`src/rtl/multicycle_control_fsm_pkg.sv`:
```
// Shared encodings for the multi-cycle CPU control path: FSM states, opcode/funct
// values and datapath mux selects (the datapath muxes use the same constants).
package multicycle_control_fsm_pkg;

    typedef enum logic [3:0] {
        S_INIT      = 4'd0,
        S_FETCH     = 4'd1,
        S_DECODE    = 4'd2,
        S_MEM_ADDR  = 4'd3,
        S_MEM_READ  = 4'd4,
        S_MEM_WB    = 4'd5,
        S_MEM_WRITE = 4'd6,
        S_EXEC_R    = 4'd7,
        S_R_WB      = 4'd8,
        S_EXEC_I    = 4'd9,
        S_I_WB      = 4'd10,
        S_BRANCH    = 4'd11,
        S_JUMP      = 4'd12,
        S_JAL       = 4'd13,
        S_JR        = 4'd14
    } state_e;

    localparam logic [5:0] OP_RTYPE = 6'h00;
    localparam logic [5:0] OP_J     = 6'h02;
    localparam logic [5:0] OP_JAL   = 6'h03;
    localparam logic [5:0] OP_BEQ   = 6'h04;
    localparam logic [5:0] OP_BNE   = 6'h05;
    localparam logic [5:0] OP_ADDI  = 6'h08;
    localparam logic [5:0] OP_XORI  = 6'h0E;
    localparam logic [5:0] OP_LW    = 6'h23;
    localparam logic [5:0] OP_SW    = 6'h2B;

    localparam logic [5:0] FN_JR    = 6'h08;
    localparam logic [5:0] FN_ADD   = 6'h20;
    localparam logic [5:0] FN_SUB   = 6'h22;
    localparam logic [5:0] FN_XOR   = 6'h26;
    localparam logic [5:0] FN_SLT   = 6'h2A;

    localparam logic [2:0] ALU_ADD  = 3'b000;
    localparam logic [2:0] ALU_SUB  = 3'b001;
    localparam logic [2:0] ALU_SLT  = 3'b010;
    localparam logic [2:0] ALU_XOR  = 3'b011;

    localparam logic [1:0] SRCB_REG_B   = 2'b00;
    localparam logic [1:0] SRCB_FOUR    = 2'b01;
    localparam logic [1:0] SRCB_IMM     = 2'b10;
    localparam logic [1:0] SRCB_IMM_SH2 = 2'b11;

    localparam logic [1:0] REGDST_RT  = 2'b00;
    localparam logic [1:0] REGDST_RD  = 2'b01;
    localparam logic [1:0] REGDST_R31 = 2'b10;

    localparam logic [1:0] M2R_ALUOUT = 2'b00;
    localparam logic [1:0] M2R_MDR    = 2'b01;
    localparam logic [1:0] M2R_PC     = 2'b10;

    localparam logic [1:0] PCSRC_ALU    = 2'b00;
    localparam logic [1:0] PCSRC_ALUOUT = 2'b01;
    localparam logic [1:0] PCSRC_JUMP   = 2'b10;
    localparam logic [1:0] PCSRC_REG_A  = 2'b11;

    // DECODE dispatch target; S_FETCH marks an unsupported instruction.
    function automatic state_e dispatch(input logic [5:0] opcode, input logic [5:0] funct);
        state_e s;
        s = S_FETCH;
        case (opcode)
            OP_LW, OP_SW:     s = S_MEM_ADDR;
            OP_ADDI, OP_XORI: s = S_EXEC_I;
            OP_BEQ, OP_BNE:   s = S_BRANCH;
            OP_J:             s = S_JUMP;
            OP_JAL:           s = S_JAL;
            OP_RTYPE: begin
                case (funct)
                    FN_ADD, FN_SUB, FN_SLT, FN_XOR: s = S_EXEC_R;
                    FN_JR:                          s = S_JR;
                    default:                        s = S_FETCH;
                endcase
            end
            default:          s = S_FETCH;
        endcase
        return s;
    endfunction

endpackage

```
`src/rtl/multicycle_control_fsm_alu_decode.sv`:
```
// ALU operation decode: R-type funct or I-type opcode to alu_op, purely combinational.
module multicycle_alu_decode
    import multicycle_control_fsm_pkg::*;
(
    input  logic [5:0] opcode_i,
    input  logic [5:0] funct_i,
    output logic [2:0] alu_op_o
);

    always_comb begin
        alu_op_o = ALU_ADD;
        if (opcode_i == OP_RTYPE) begin
            case (funct_i)
                FN_SUB:  alu_op_o = ALU_SUB;
                FN_SLT:  alu_op_o = ALU_SLT;
                FN_XOR:  alu_op_o = ALU_XOR;
                default: alu_op_o = ALU_ADD;
            endcase
        end else if (opcode_i == OP_XORI) begin
            alu_op_o = ALU_XOR;
        end
    end

endmodule

```
`src/rtl/multicycle_control_fsm.sv`:
```
// Multi-cycle CPU main sequencer (Moore FSM) driving all datapath selects and enables.
// Define MEM_WAIT_EN to hold FETCH/MEM_READ/MEM_WRITE until mem_ready_i is high.
//
//   state       | meaning
//   S_INIT      | after reset, all outputs low
//   S_FETCH     | read instr into IR, PC <= PC+4
//   S_DECODE    | branch target into ALUOut, dispatch on opcode/funct
//   S_MEM_ADDR  | effective address for LW/SW
//   S_MEM_READ  | load data into MDR
//   S_MEM_WB    | MDR to rt
//   S_MEM_WRITE | store reg B
//   S_EXEC_R    | R-type ALU op
//   S_R_WB      | ALUOut to rd
//   S_EXEC_I    | ADDI/XORI ALU op
//   S_I_WB      | ALUOut to rt
//   S_BRANCH    | compare, conditional PC <= ALUOut
//   S_JUMP      | PC <= jump target
//   S_JAL       | r31 <= PC, PC <= jump target
//   S_JR        | PC <= reg A
module multicycle_control_fsm
    import multicycle_control_fsm_pkg::*;
(
    input  logic       clk_i,
    input  logic       reset_i,
    input  logic [5:0] opcode_i,
    input  logic [5:0] funct_i,
    input  logic       zero_i,
    input  logic       mem_ready_i,
    output logic       pc_write_o,
    output logic       ir_write_o,
    output logic       mem_write_o,
    output logic       reg_write_o,
    output logic       iord_o,
    output logic       alu_srca_o,
    output logic [1:0] alu_srcb_o,
    output logic [2:0] alu_op_o,
    output logic [1:0] reg_dst_o,
    output logic [1:0] mem_to_reg_o,
    output logic [1:0] pc_src_o,
    output logic       illegal_op_o
);

    state_e     state_q, state_d;
    state_e     dispatch_st;
    logic [2:0] alu_op_dec;
    logic       mem_go;

`ifdef MEM_WAIT_EN
    assign mem_go = mem_ready_i;
`else
    logic unused_mem_ready;
    assign unused_mem_ready = mem_ready_i;
    assign mem_go           = 1'b1;
`endif

    assign dispatch_st = dispatch(opcode_i, funct_i);

    multicycle_alu_decode u_alu_decode (
        .opcode_i (opcode_i),
        .funct_i  (funct_i),
        .alu_op_o (alu_op_dec)
    );

    always_ff @(posedge clk_i) begin
        if (reset_i) state_q <= S_INIT;
        else         state_q <= state_d;
    end

    always_comb begin
        state_d = state_q;
        case (state_q)
            S_INIT:      state_d = S_FETCH;
            S_FETCH:     if (mem_go) state_d = S_DECODE;
            S_DECODE:    state_d = dispatch_st;
            S_MEM_ADDR:  state_d = (opcode_i == OP_SW) ? S_MEM_WRITE : S_MEM_READ;
            S_MEM_READ:  if (mem_go) state_d = S_MEM_WB;
            S_MEM_WRITE: if (mem_go) state_d = S_FETCH;
            S_EXEC_R:    state_d = S_R_WB;
            S_EXEC_I:    state_d = S_I_WB;
            default:     state_d = S_FETCH;
        endcase
    end

    always_comb begin
        pc_write_o   = 1'b0;
        ir_write_o   = 1'b0;
        mem_write_o  = 1'b0;
        reg_write_o  = 1'b0;
        iord_o       = 1'b0;
        alu_srca_o   = 1'b0;
        alu_srcb_o   = SRCB_REG_B;
        alu_op_o     = ALU_ADD;
        reg_dst_o    = REGDST_RT;
        mem_to_reg_o = M2R_ALUOUT;
        pc_src_o     = PCSRC_ALU;
        illegal_op_o = 1'b0;
        case (state_q)
            S_FETCH: begin
                ir_write_o = mem_go;
                pc_write_o = mem_go;
                alu_srcb_o = SRCB_FOUR;
            end
            S_DECODE: begin
                alu_srcb_o   = SRCB_IMM_SH2;
                illegal_op_o = (dispatch_st == S_FETCH);
            end
            S_MEM_ADDR: begin
                alu_srca_o = 1'b1;
                alu_srcb_o = SRCB_IMM;
            end
            S_MEM_READ:  iord_o = 1'b1;
            S_MEM_WB: begin
                mem_to_reg_o = M2R_MDR;
                reg_write_o  = 1'b1;
            end
            S_MEM_WRITE: begin
                iord_o      = 1'b1;
                mem_write_o = mem_go;
            end
            S_EXEC_R, S_EXEC_I: begin
                alu_srca_o = 1'b1;
                alu_srcb_o = (state_q == S_EXEC_I) ? SRCB_IMM : SRCB_REG_B;
                alu_op_o   = alu_op_dec;
            end
            S_R_WB: begin
                reg_dst_o   = REGDST_RD;
                reg_write_o = 1'b1;
            end
            S_I_WB:      reg_write_o = 1'b1;
            S_BRANCH: begin
                alu_srca_o = 1'b1;
                alu_op_o   = ALU_SUB;
                pc_src_o   = PCSRC_ALUOUT;
                pc_write_o = (opcode_i == OP_BNE) ? ~zero_i : zero_i;
            end
            S_JUMP: begin
                pc_src_o   = PCSRC_JUMP;
                pc_write_o = 1'b1;
            end
            S_JAL: begin
                reg_dst_o    = REGDST_R31;
                mem_to_reg_o = M2R_PC;
                reg_write_o  = 1'b1;
                pc_src_o     = PCSRC_JUMP;
                pc_write_o   = 1'b1;
            end
            S_JR: begin
                pc_src_o   = PCSRC_REG_A;
                pc_write_o = 1'b1;
            end
            default: ;
        endcase
    end

endmodule
```
`config.mk`:
```
export PLATFORM = sky130hd
export DESIGN_NAME = multicycle_control_fsm
export DESIGN_NICKNAME = d
export VERILOG_FILES = /design/src/rtl/multicycle_control_fsm_pkg.sv /design/src/rtl/multicycle_control_fsm_alu_decode.sv /design/src/rtl/multicycle_control_fsm.sv
export SDC_FILE = /design/constraint.sdc
export NUM_CORES = 1
export LEC_CHECK = 0
export ABC_AREA = 0
export BUFFER_PORTS_ARGS = -buffer_cell sky130_fd_sc_hd__buf_2
export CORE_ASPECT_RATIO = 0.9
export CORE_MARGIN = 2
export CORE_UTILIZATION = 44
export DETAILED_ROUTE_END_ITERATION = 6
export PLACE_DENSITY = 0.78
export SLEW_MARGIN = 10
export SYNTH_ARGS = -nofsm -noshare
export SYNTH_HDL_FRONTEND = slang
export SYNTH_SLANG_ARGS = --single-unit
```
`constraint.sdc`:
```
create_clock -name clk_i -period 2.5 [get_ports clk_i]
set_clock_uncertainty 0.15 [all_clocks]
set_input_delay 0.375 -clock clk_i [delete_from_list [all_inputs] [get_ports clk_i]]
set_output_delay 0.375 -clock clk_i [all_outputs]
set_load 0.03 [all_outputs]
```
==> metrics.md, run 1 <==
| Metric | Value |
|---|---|
| Result of the run | complete, no violations |
| Share of the yosys chip area belonging to registers | 0.124 |
| Number of flip-flops in the largest register | 4 |
| Maximum clock rate | ~0.41 GHz |
| Detailed placer's ending HPWL | approximately 1400 µm |
| Global-route wire length before repair | approximately 2800 µm |
| Die Wd | between 40 and 50 µm |
| Pre-CTS setup slack | -0.0512 ns |
| Cell family with the largest share of critical-path delay | simple AND/OR/NAND/NOR gates |
| Count of cells along the worst hold path | 2 |
| Largest regs | state_q: 4 flops |
| CP endpoint kind | primary output |
| Via count of the first global-routing pass | around 670 |
| Fin. max-slew vios | 0 |
| Remaining routing DRC violations | 0 |
| Area of the die | around 1800 µm² |
| Share of the clock period used by the worst path | 0.980 |
| Static Leak | between 0.0004 and 0.0005 µW |
| Multi-input combinational cell area | roughly 550 µm² |
| Antenna violations before repair | 0 |
| Critical path data required time | slightly below 2 ns |
| Total number of placement rows | 13 |
| Post-Synth Adder-Cell Area | 0 |
| Slowest library cell on the worst path | or4b_4 |
| Remaining global-route overflow | 0 |
| Flip-flop and latch area | between 80 and 90 µm² |
| Length in cells of the worst reg-to-reg path | 5 |
| Vias after detailed routing | between 800 and 900 |
| Fill cell total of the finished layout | between 100 and 150 |
| Critical Path Fanout Max | 3 |
| Synth async-reset ratio | 0 |
| Core Region | between 1000 and 1500 µm² |
| Synthesized cell area | 648 µm² |
| Critical path startpoint category | primary input |
| Input/output buffers | 31 |
| Complex-gate fraction of the synthesized area | 0.266 |
| Worst setup margin | roughly 0.050 ns |
| First-iteration detailed-routing DRC count | 18 |
| Dominant cell type by area after synthesis | dfxtp_1 |
| Post-synth EDFFs | 0 |
| Netlist cell types | 37 |
| Top flip-flop cell by instance count after synthesis | dfxtp_1 |
| Sink count of the clock tree | 4 |
| Net count of the finished layout | ~150 |
| Worst hold-check path type | primary input to register |
| Simple-Gate Fraction of Synth Area | 0.494 |
| Share of cell area taken by muxes after synthesis | 0 |
| Number of buffer and inverter instances along the worst setup path | 2 |
| Commonest cells in the synthesized netlist | 14 x nor2_1, 8 x a21oi_1, 7 x o21ai_0 |
| Utilization after layout | 0.630 |
| Number of CTS-inserted buffers | 3 |
| Fin crit period | roughly 2.5 ns |
| Clk pin slew, worst setup/hold paths | around 0.04 ns |
| Drt pass-1 iters | 4 |
| Unrepaired setup endpoints after global routing | yes |
| Vias per std cell | about 5.6 |
| Max cap viols | 0 |
| Post-Syn Area per Cell | ~6.3 µm² |
| ANT nets after route | 0 |
| Cell breakdown of the critical path | buf_6, or4b_4, or4_1, a21boi_2, nor4_2, buf_4 |
| Clock latency at the later pin of the worst-skew pair | approximately 0.24 ns |
| Combinational family with the most area after synthesis | simple AND/OR/NAND/NOR gates |
| Peak supply drop | between 0.2 and 0.25 mV |
| IO Pins | 34 |
| TritonCTS clock tree | done |
| Post-detailed-route wirelength per cell | 11.6 µm |
| Overall routing resource usage | 0.204 |
| Antenna cells | 0 |
| Clock tree buffer depth | 2 |
| Pin count of the biggest net entering global routing | 16 |
| Critical path class | primary input to primary output |
| Initial core utilization | 0.458 |
| Count of cell instances traversed by the critical path | 6 |
| Vertical extent of the die | approximately 40 µm |
| Final GP Congestion | approximately 0.86 |
| Power density cells | about 310 nW/µm² |
| Share of Yosys cell area claimed by the top area cell type | 0.124 |
| Leading cell type by number of instances after synthesis | nor2_1 |
| Level count of the clock H-tree | 1 |
| Share of final-layout standard cells stronger than drive strength 1 | 0.373 |
| WHS | approximately 0.18 ns |
| Syn-to-layout area delta | 37.6% |
| Synth warnings | 0 |
| Register bit count reported by yosys | 4 |
| Net count after synthesis | between 100 and 150 |
| Xor and xnor area share after synthesis | 0.0405 |
| Synth top area cells | dfxtp_1 12%, nor2_1 8.1%, a21oi_1 6.2% |
| CP arrival | about 1.9 ns |
| Clock root buffer | clkbuf_4 |
| Hold-fix buffer count after cts | 0 |
| Aggregate routed wire length | roughly 1700 µm |
| Synthesized instance count | 103 |
| Top register by number of flip-flops | state_q |
| Final-report hold violation count | 0 |
| Total negative slack | 0 ns |
| Endpoints failing setup | 0 |
| Max incr delay on CP | approximately 0.53 ns |
[power by group]
part / internal, µW / total, µW / switching, µW
sequential: 67.7 / 78.7 / 10.9
combinational: 47.4 / 120 / 72.2
clock: 53.9 / 82.8 / 28.9
[timing repair]
action / in CTS / in global routing
pin swaps: 0 / 4
setup buffers: 0 / 1
setup endpoints to repair: 1 / 3
gates resized for setup: 2 / 8
[final timing paths]
| kind | startpoint | end | slack [ns] |
|---|---|---|---|
| worst min register to register | state_q[3]$_SDFF_PP0_ | state_q[2]$_SDFF_PP0_ | 0.47 |
| worst max-delay path | funct_i[2] | illegal_op_o | 0.05 |
| worst min-delay path | reset_i | state_q[3]$_SDFF_PP0_ | 0.18 |
| worst max register to register | state_q[2]$_SDFF_PP0_ | state_q[1]$_SDFF_PP0_ | 0.82 |
[per-stage QoR]
| step | std cells | area [µm²] | total power (µW) |
|---|---|---|---|
| 3_3_place_gp | 145 | 825 | 188 |
| 3_5_place_dp | 145 | 825 | 193 |
| 2_1_floorplan | 103 | 654 | 156 |
| 4_1_cts | 148 | 857 | 276 |
| 5_1_grt | 149 | 892 | 301 |
| 6_report | 149 | 892 | 281 |
[cells by family (layout without fill, tap and decap cells)]
logic type,count (synthesis),count (layout)
AOI/OAI and AO/OA,27,27
DFF,4,4
buffers and inverters,11,42
other,1,1
xor gates and xnor gates,3,3
and+or+nand+nor,57,57
[per-layer routing]
layer / track usage / vias up / part of all wire
met3: 0.0180 / 2 / 0.057
met2: 0.390 / 30 / 0.49
met5: 0 / - / 0
li1: - / 437 / -
met1: 0.247 / 361 / 0.45
met4: 0.0530 / 0 / 0.0092
[worst register-to-register path: cells and delay by family (launching register included)]
family	cells	cell delay, ns
DFF	1	0.56
AOI/OAI and AO/OA	3	0.49
and+or+nand+nor	1	0.23
buffers and inverters	1	0.16
[layout make-up]
| cell class | count | area share |
|---|---|---|
| well taps | 15 | 0.0210 |
| clock buffers | 3 | 0.0252 |
| flip-flops and latches | 4 | 0.0912 |
| inverters | 3 | 0.0126 |
| multi-input cells | 88 | 0.617 |
| repair buffers | 36 | 0.233 |
[cell usage in the layout, fill, tap and decap left out, types with 3 or more instances in the layout]
master | Yosys | final
a21oi_1 | 8 | 7
buf_2 | 0 | 28
buf_4 | 1 | 6
clkbuf_4 | 0 | 3
dfxtp_1 | 4 | 3
inv_1 | 3 | 3
nand2_1 | 6 | 6
nand2b_1 | 5 | 5
nand3_1 | 4 | 4
nor2_1 | 14 | 14
nor2b_1 | 3 | 3
nor3_1 | 6 | 6
nor3b_1 | 3 | 3
o21ai_0 | 7 | 7
or3_1 | 4 | 4
Power figures use the tool's default switching activity.
==> inputs of run 2 (changes only) <==
--- a/config.mk
+++ b/config.mk
@@ -7,7 +7,6 @@
 export LEC_CHECK = 0
 export ABC_AREA = 0
 export BUFFER_PORTS_ARGS = -buffer_cell sky130_fd_sc_hd__buf_2
-export CORE_ASPECT_RATIO = 0.9
 export CORE_MARGIN = 2
 export CORE_UTILIZATION = 44
 export DETAILED_ROUTE_END_ITERATION = 6
==> run 2 against run 1 <==
Flip-flop and latch count stayed put. Critical path depth up 3. Clock power fell by 10%. Non-clock buffer count fell by 1. Utilization rose by 2.9 points. Sequential share of layout area about the same. Sequential power down 0.8%. Worst hold slack better by 0.031 ns.
==> metrics.md, run 2 (synthesis results as in run 1) <==
| Metric | Value |
|---|---|
| Clock root buffer | clkbuf_4 |
| Die Wd | approximately 42 µm |
| Top register by number of flip-flops | state_q |
| Antenna violations before repair | 0 |
| Remaining routing DRC violations | 0 |
| Input/output buffers | 31 |
| Initial core utilization | 0.486 |
| Post-detailed-route wirelength per cell | ~11 µm |
| Fin area | approximately 880 µm² |
| Power density cells | ~310 nW/µm² |
| Critical path startpoint category | primary input |
| Fin crit period | 2.44 ns |
| Length in cells of the worst reg-to-reg path | 5 |
| Largest regs | state_q: 4 flops |
| Aggregate routed wire length | 1690 µm |
| Level count of the clock H-tree | 1 |
| Share of final-layout standard cells stronger than drive strength 1 | 0.368 |
| Clock tree buffer depth | 2 |
| Combinational fraction of design power | 0.436 |
| Sink count of the clock tree | 4 |
| Placed inst area | just over 800 µm² |
| Critical Path Fanout Max | 3 |
| Antenna cells | 0 |
| Reg power frac | 0.289 |
| Utilization after layout | 0.659 |
| First-iteration detailed-routing DRC count | 17 |
| Final GP Congestion | about 0.8 |
| CP endpoint kind | primary output |
| Vias per std cell | ~5.6 |
| Max-Slew Margin vs Limit | 0.669 |
| Detailed placer's ending HPWL | between 1000 and 1500 µm |
| Design internal power | 167 µW |
| Switching power | 104 µW |
| Drt pass-1 iters | 4 |
| Total number of placement rows | 13 |
| WHS | ~0.21 ns |
| Switching fraction of total power | 0.384 |
| Vias after detailed routing | 836 |
| Endpoints failing setup | 0 |
| Core Region | 1330 µm² |
| Total power | approximately 270 µW |
| Peak supply drop | approximately 0.21 mV |
| ANT nets after route | 0 |
| Max cap viols | 0 |
| Overall routing resource usage | 0.189 |
| Pin count of the biggest net entering global routing | 16 |
| Worst hold-check path type | primary input to register |
| Global-route wire length before repair | 2810 µm |
| Count of cells along the worst hold path | 2 |
| Fill cell total of the finished layout | approximately 130 |
| Net count of the finished layout | approximately 150 |
| Remaining global-route overflow | 0 |
| WL met3 | approximately 120 µm |
| TritonCTS clock tree | done |
| Commonest cells after routing, fill and taps aside | 30 x buf_2, 14 x nor2_1, 7 x a21oi_1, 7 x o21ai_0 |
| Clk pin slew, worst setup/hold paths | around 0.04 ns |
| Hold-fix buffer count after cts | 0 |
| IO Pins | 34 |
| Length of routed met2 wiring | between 800 and 900 µm |
| Syn-to-layout area delta | 35.7% |
| CP arrival | ~1.9 ns |
| Critical path class | primary input to primary output |
| Number of CTS-inserted buffers | 3 |
| Vertical extent of the die | 42.4 µm |
| Fin. max-slew vios | 0 |
| Critical path data required time | around 2 ns |
| Via count of the first global-routing pass | between 600 and 700 |
| Most common cell after layout, fill and taps aside | buf_2 |
| Share of power burned in the clock network | 0.275 |
| Result of the run | complete, no violations |
| Static Leak | 0.000395 µW |
| Number of flip-flops in the largest register | 4 |
| Clock latency at the later pin of the worst-skew pair | approximately 0.22 ns |
| Final-report hold violation count | 0 |
| Slew at the pin closest to its max-slew limit | slightly below 0.5 ns |
| Maximum clock rate | between 0.4 and 0.5 GHz |
| Area of the die | around 1800 µm² |
| Max Used Layer | met3 |
| Routed metal-1 wire length | around 760 µm |
| Share of the clock period used by the worst path | 0.976 |
run 2: changes by cell type in the layout (fill, tap and decap cells not counted):
cell and change:
a21boi_2 -1, a21boi_4 +1, buf_2 +2, buf_4 -1, buf_6 -2, dfxtp_1 +1
dfxtp_2 -1, or3b_2 +1, or3b_4 -1, or4_1 -1, or4_4 +1
run 2: path summary, 6_finish.rpt:
check                        startpoint                    end  slack [ns]
setup / recovery             funct_i[2]           illegal_op_o        0.06
hold / removal                  reset_i  state_q[3]$_SDFF_PP0_        0.21
setup reg to reg  state_q[2]$_SDFF_PP0_  state_q[1]$_SDFF_PP0_        0.87
hold reg to reg   state_q[3]$_SDFF_PP0_  state_q[2]$_SDFF_PP0_        0.56
run 2: power groups by stage:
stage	Clock (µW)	Sequential, µW	Combinational [µW]
after global routing	84.9	79.5	131
after global placement	0	79.0	110
final	74.5	78.1	118
after detailed placement	0	79.0	113
after CTS	76.0	78.1	114
after floorplan	0	72.0	83.7
run 2: critical path, cell delays in order:
cell      delay, ns
buf_2          0.10
buf_4          0.13
or3b_2         0.47
o211ai_1       0.14
a21oi_2        0.10
nor4b_2        0.22
buf_4          0.16
nor4_2         0.04
buf_4          0.17
run 2: cell type report:
| class | count | area (µm²) | area share |
|---|---|---|---|
| sequential | 4 | 80.1 | 0.0910 |
| multi-input combinational | 88 | 559 | 0.636 |
| tap | 15 | 18.8 | 0.0213 |
| timing repair buffer | 35 | 188 | 0.213 |
| inverter | 3 | 11.3 | 0.0128 |
| clock buffer | 3 | 22.5 | 0.0256 |
run 2: what timing repair did:
item / 4_1_cts / 5_1_grt
pin swaps: 0 / 2
setup endpoints to repair: 1 / 3
gates resized for setup: 1 / 7
buffers inserted: 0 / 0
cloned: 0 / 0
run 2: per-stage QoR:
step,TNS [ns],cells,setup slack [ns]
4_1_cts,0,148,0.00294
3_5_place_dp,0,145,0.00141
6_report,0,148,0.0596
5_1_grt,-0.00948,148,-0.00948
2_1_floorplan,0,103,0.128
3_3_place_gp,0,145,0.00278
run 2: per-layer routing:
layer,up-vias,track usage
met5,-,0
met2,33,0.332
met4,0,0.0500
li1,439,-
met1,364,0.237
met3,0,0.0302
==> inputs of run 3 (changes only) <==
--- a/config.mk
+++ b/config.mk
@@ -10,6 +10,7 @@
 export CORE_MARGIN = 2
 export CORE_UTILIZATION = 44
 export DETAILED_ROUTE_END_ITERATION = 6
+export GPL_TIMING_DRIVEN = 0
 export PLACE_DENSITY = 0.78
 export SLEW_MARGIN = 10
 export SYNTH_ARGS = -nofsm -noshare
==> run 3 against run 2 <==
Non-clock buffer count grew 3. Combinational power grew 6%. Worst hold slack lost 0.012 ns. Setup slack gained 0.0053 ns. Via count grew 0.60%. Largest power group unchanged.
==> metrics.md, run 3 (synthesis results as in run 1) <==
| Metric | Value |
|---|---|
| Multi-input combinational cell area | around 550 µm² |
| Critical path data required time | a little under 2 ns |
| Antenna violations before repair | 0 |
| Critical path startpoint category | primary input |
| Clk pin slew, worst setup/hold paths | around 0.030 ns |
| Clock latency at the later pin of the worst-skew pair | about 0.24 ns |
| Fin. max-slew vios | 0 |
| Detailed placer's ending HPWL | 1360 µm |
| Endpoints failing setup | 0 |
| Final-report hold violation count | 0 |
| Flip-flop and latch area | 80.1 µm² |
| Placed inst area | around 810 µm² |
| Worst reg-to-reg setup slack | 0.70 ns |
| Slowest library cell on the worst path | or4b_4 |
| Reg-to-reg critical path endpoint | state_q[1]$_SDFF_PP0_ |
| Vias after detailed routing | 841 |
| Aggregate routed wire length | 1810 µm |
| Overall routing resource usage | 0.214 |
| Max incr delay on CP | about 0.53 ns |
| Syn-to-layout area delta | 36.7% |
| Total power | ~280 µW |
| Critical path class | primary input to primary output |
| Number of CTS-inserted buffers | 3 |
| Fill cell total of the finished layout | approximately 130 |
| Top register by number of flip-flops | state_q |
| Utilization after layout | 0.664 |
| Worst hold-check path type | primary input to register |
| Area of the die | 1800 µm² |
| Final GP Congestion | between 0.8 and 0.9 |
| Peak supply drop | between 0.2 and 0.25 mV |
| TritonCTS clock tree | done |
| Remaining global-route overflow | 0 |
| Input/output buffers | 28 |
| Pre-CTS setup slack | -0.0798 ns |
| Initial core utilization | 0.486 |
| Global-route wire length before repair | between 3000 and 4000 µm |
| IO Pins | 34 |
| Reg-to-reg critical path startpoint | state_q[2]$_SDFF_PP0_ |
| Most common cell after layout, fill and taps aside | buf_2 |
| Vias per std cell | around 5.6 |
| Cell family with the largest share of critical-path delay | simple AND/OR/NAND/NOR gates |
| Largest regs | state_q: 4 flops |
| Result of the run | complete, no violations |
| Number of buffer and inverter instances along the worst setup path | 2 |
| First-iteration detailed-routing DRC count | 13 |
| Hold-fix buffer count after cts | 0 |
| CP endpoint kind | primary output |
| Max cap viols | 0 |
| Post-detailed-route wirelength per cell | between 10 and 15 µm |
| CP arrival | approximately 1.9 ns |
| Unrepaired setup endpoints after global routing | no |
| Static Leak | between 0.0003 and 0.0004 µW |
| Pin count of the biggest net entering global routing | 11 |
| Fin crit period | ~2.4 ns |
| Fin area | approximately 900 µm² |
| Share of the clock period used by the worst path | 0.974 |
| Vertical extent of the die | 42.4 µm |
| Clock root buffer | clkbuf_4 |
| Count of cells along the worst hold path | 2 |
| Non-filler instance count after layout | between 150 and 200 |
| Critical Path Fanout Max | 4 |
| Share of final-layout standard cells stronger than drive strength 1 | 0.338 |
| Capture endpoint of the worst hold path | state_q[3]$_SDFF_PP0_ |
| ANT nets after route | 0 |
| Core Region | ~1300 µm² |
| Net count of the finished layout | ~150 |
| Drt pass-1 iters | 4 |
| Clock tree buffer depth | 2 |
| Number of flip-flops in the largest register | 4 |
| Startpoint of the tightest hold check path | reset_i |
| Worst setup margin | ~0.065 ns |
| Commonest cells after routing, fill and taps aside | 26 x buf_2, 14 x nor2_1, 8 x a21oi_1 |
| Antenna cells | 0 |
| Length in cells of the worst reg-to-reg path | 6 |
| Level count of the clock H-tree | 1 |
| Maximum clock rate | 0.411 GHz |
| Cell breakdown of the critical path | buf_2, or4b_4, o211ai_1, a21oi_1, nor4b_2, nor4_2, buf_4 |
| Sink count of the clock tree | 4 |
| Total number of placement rows | 13 |
| Die Wd | 42.4 µm |
| Via count of the first global-routing pass | 762 |
| Remaining routing DRC violations | 0 |
| Placed cells | 146 |
| Power density cells | ~310 nW/µm² |
## run 3: how the worst max path moves through the flow
stage,slack (ns),to,cells after the start,start
after floorplan,0.13,pc_write_o,5,opcode_i[2]
after global placement,-0.07,illegal_op_o,7,funct_i[1]
after detailed placement,-0.08,illegal_op_o,7,funct_i[1]
after CTS,0.009,illegal_op_o,6,funct_i[1]
after global routing,0.01,illegal_op_o,7,funct_i[2]
final,0.06,illegal_op_o,7,funct_i[2]
## run 3: worst register-to-register path, cell delays in order (launching register included)
cell	delay (ns)
dfxtp_1	0.34
clkbuf_1	0.34
inv_1	0.17
nor3_1	0.24
a21oi_1	0.09
o21a_1	0.18
a211oi_1	0.21
## run 3: cell type report
| type | instances | share of cell area |
|---|---|---|
| Multi-Input combinational cell | 88 | 0.626 |
| Tap cell | 15 | 0.0212 |
| Inverter | 3 | 0.0127 |
| Clock buffer | 3 | 0.0254 |
| Buffer | 8 | 0.0395 |
| Timing Repair Buffer | 30 | 0.185 |
| Sequential cell | 4 | 0.0904 |
## run 3: per-layer routing
metal | up-vias | global-route usage | share of wire
met3 | 2 | 0.0129 | 0.050
li1 | 435 | - | -
met4 | 0 | 0.0750 | 0.0094
met2 | 28 | 0.375 | 0.52
met5 | - | 0 | 0
met1 | 376 | 0.273 | 0.42
## run 3: per-stage QoR
stage / hold slack (ns) / TNS (ns)
after detailed placement: 0.428 / -0.0798
after global routing: 0.195 / 0
after floorplan: 0.287 / 0
after global placement: 0.432 / -0.0687
final: 0.196 / 0
after CTS: 0.191 / 0
## run 3: timing repair
item / in CTS / in global routing
pin swaps: 1 / 7
resized for setup: 4 / 6
endpoints found under the setup margin: 1 / 3
gates cloned: 0 / 0
buffers inserted: 1 / 1
## run 3: report_power, final
group	total [µW]	internal (µW)	leakage, µW	switching [µW]
logic	125	46.5	0.000344	78.8
clock network	80.6	53.7	0.0000138	26.9
registers	72.2	67.8	0.0000326	4.36
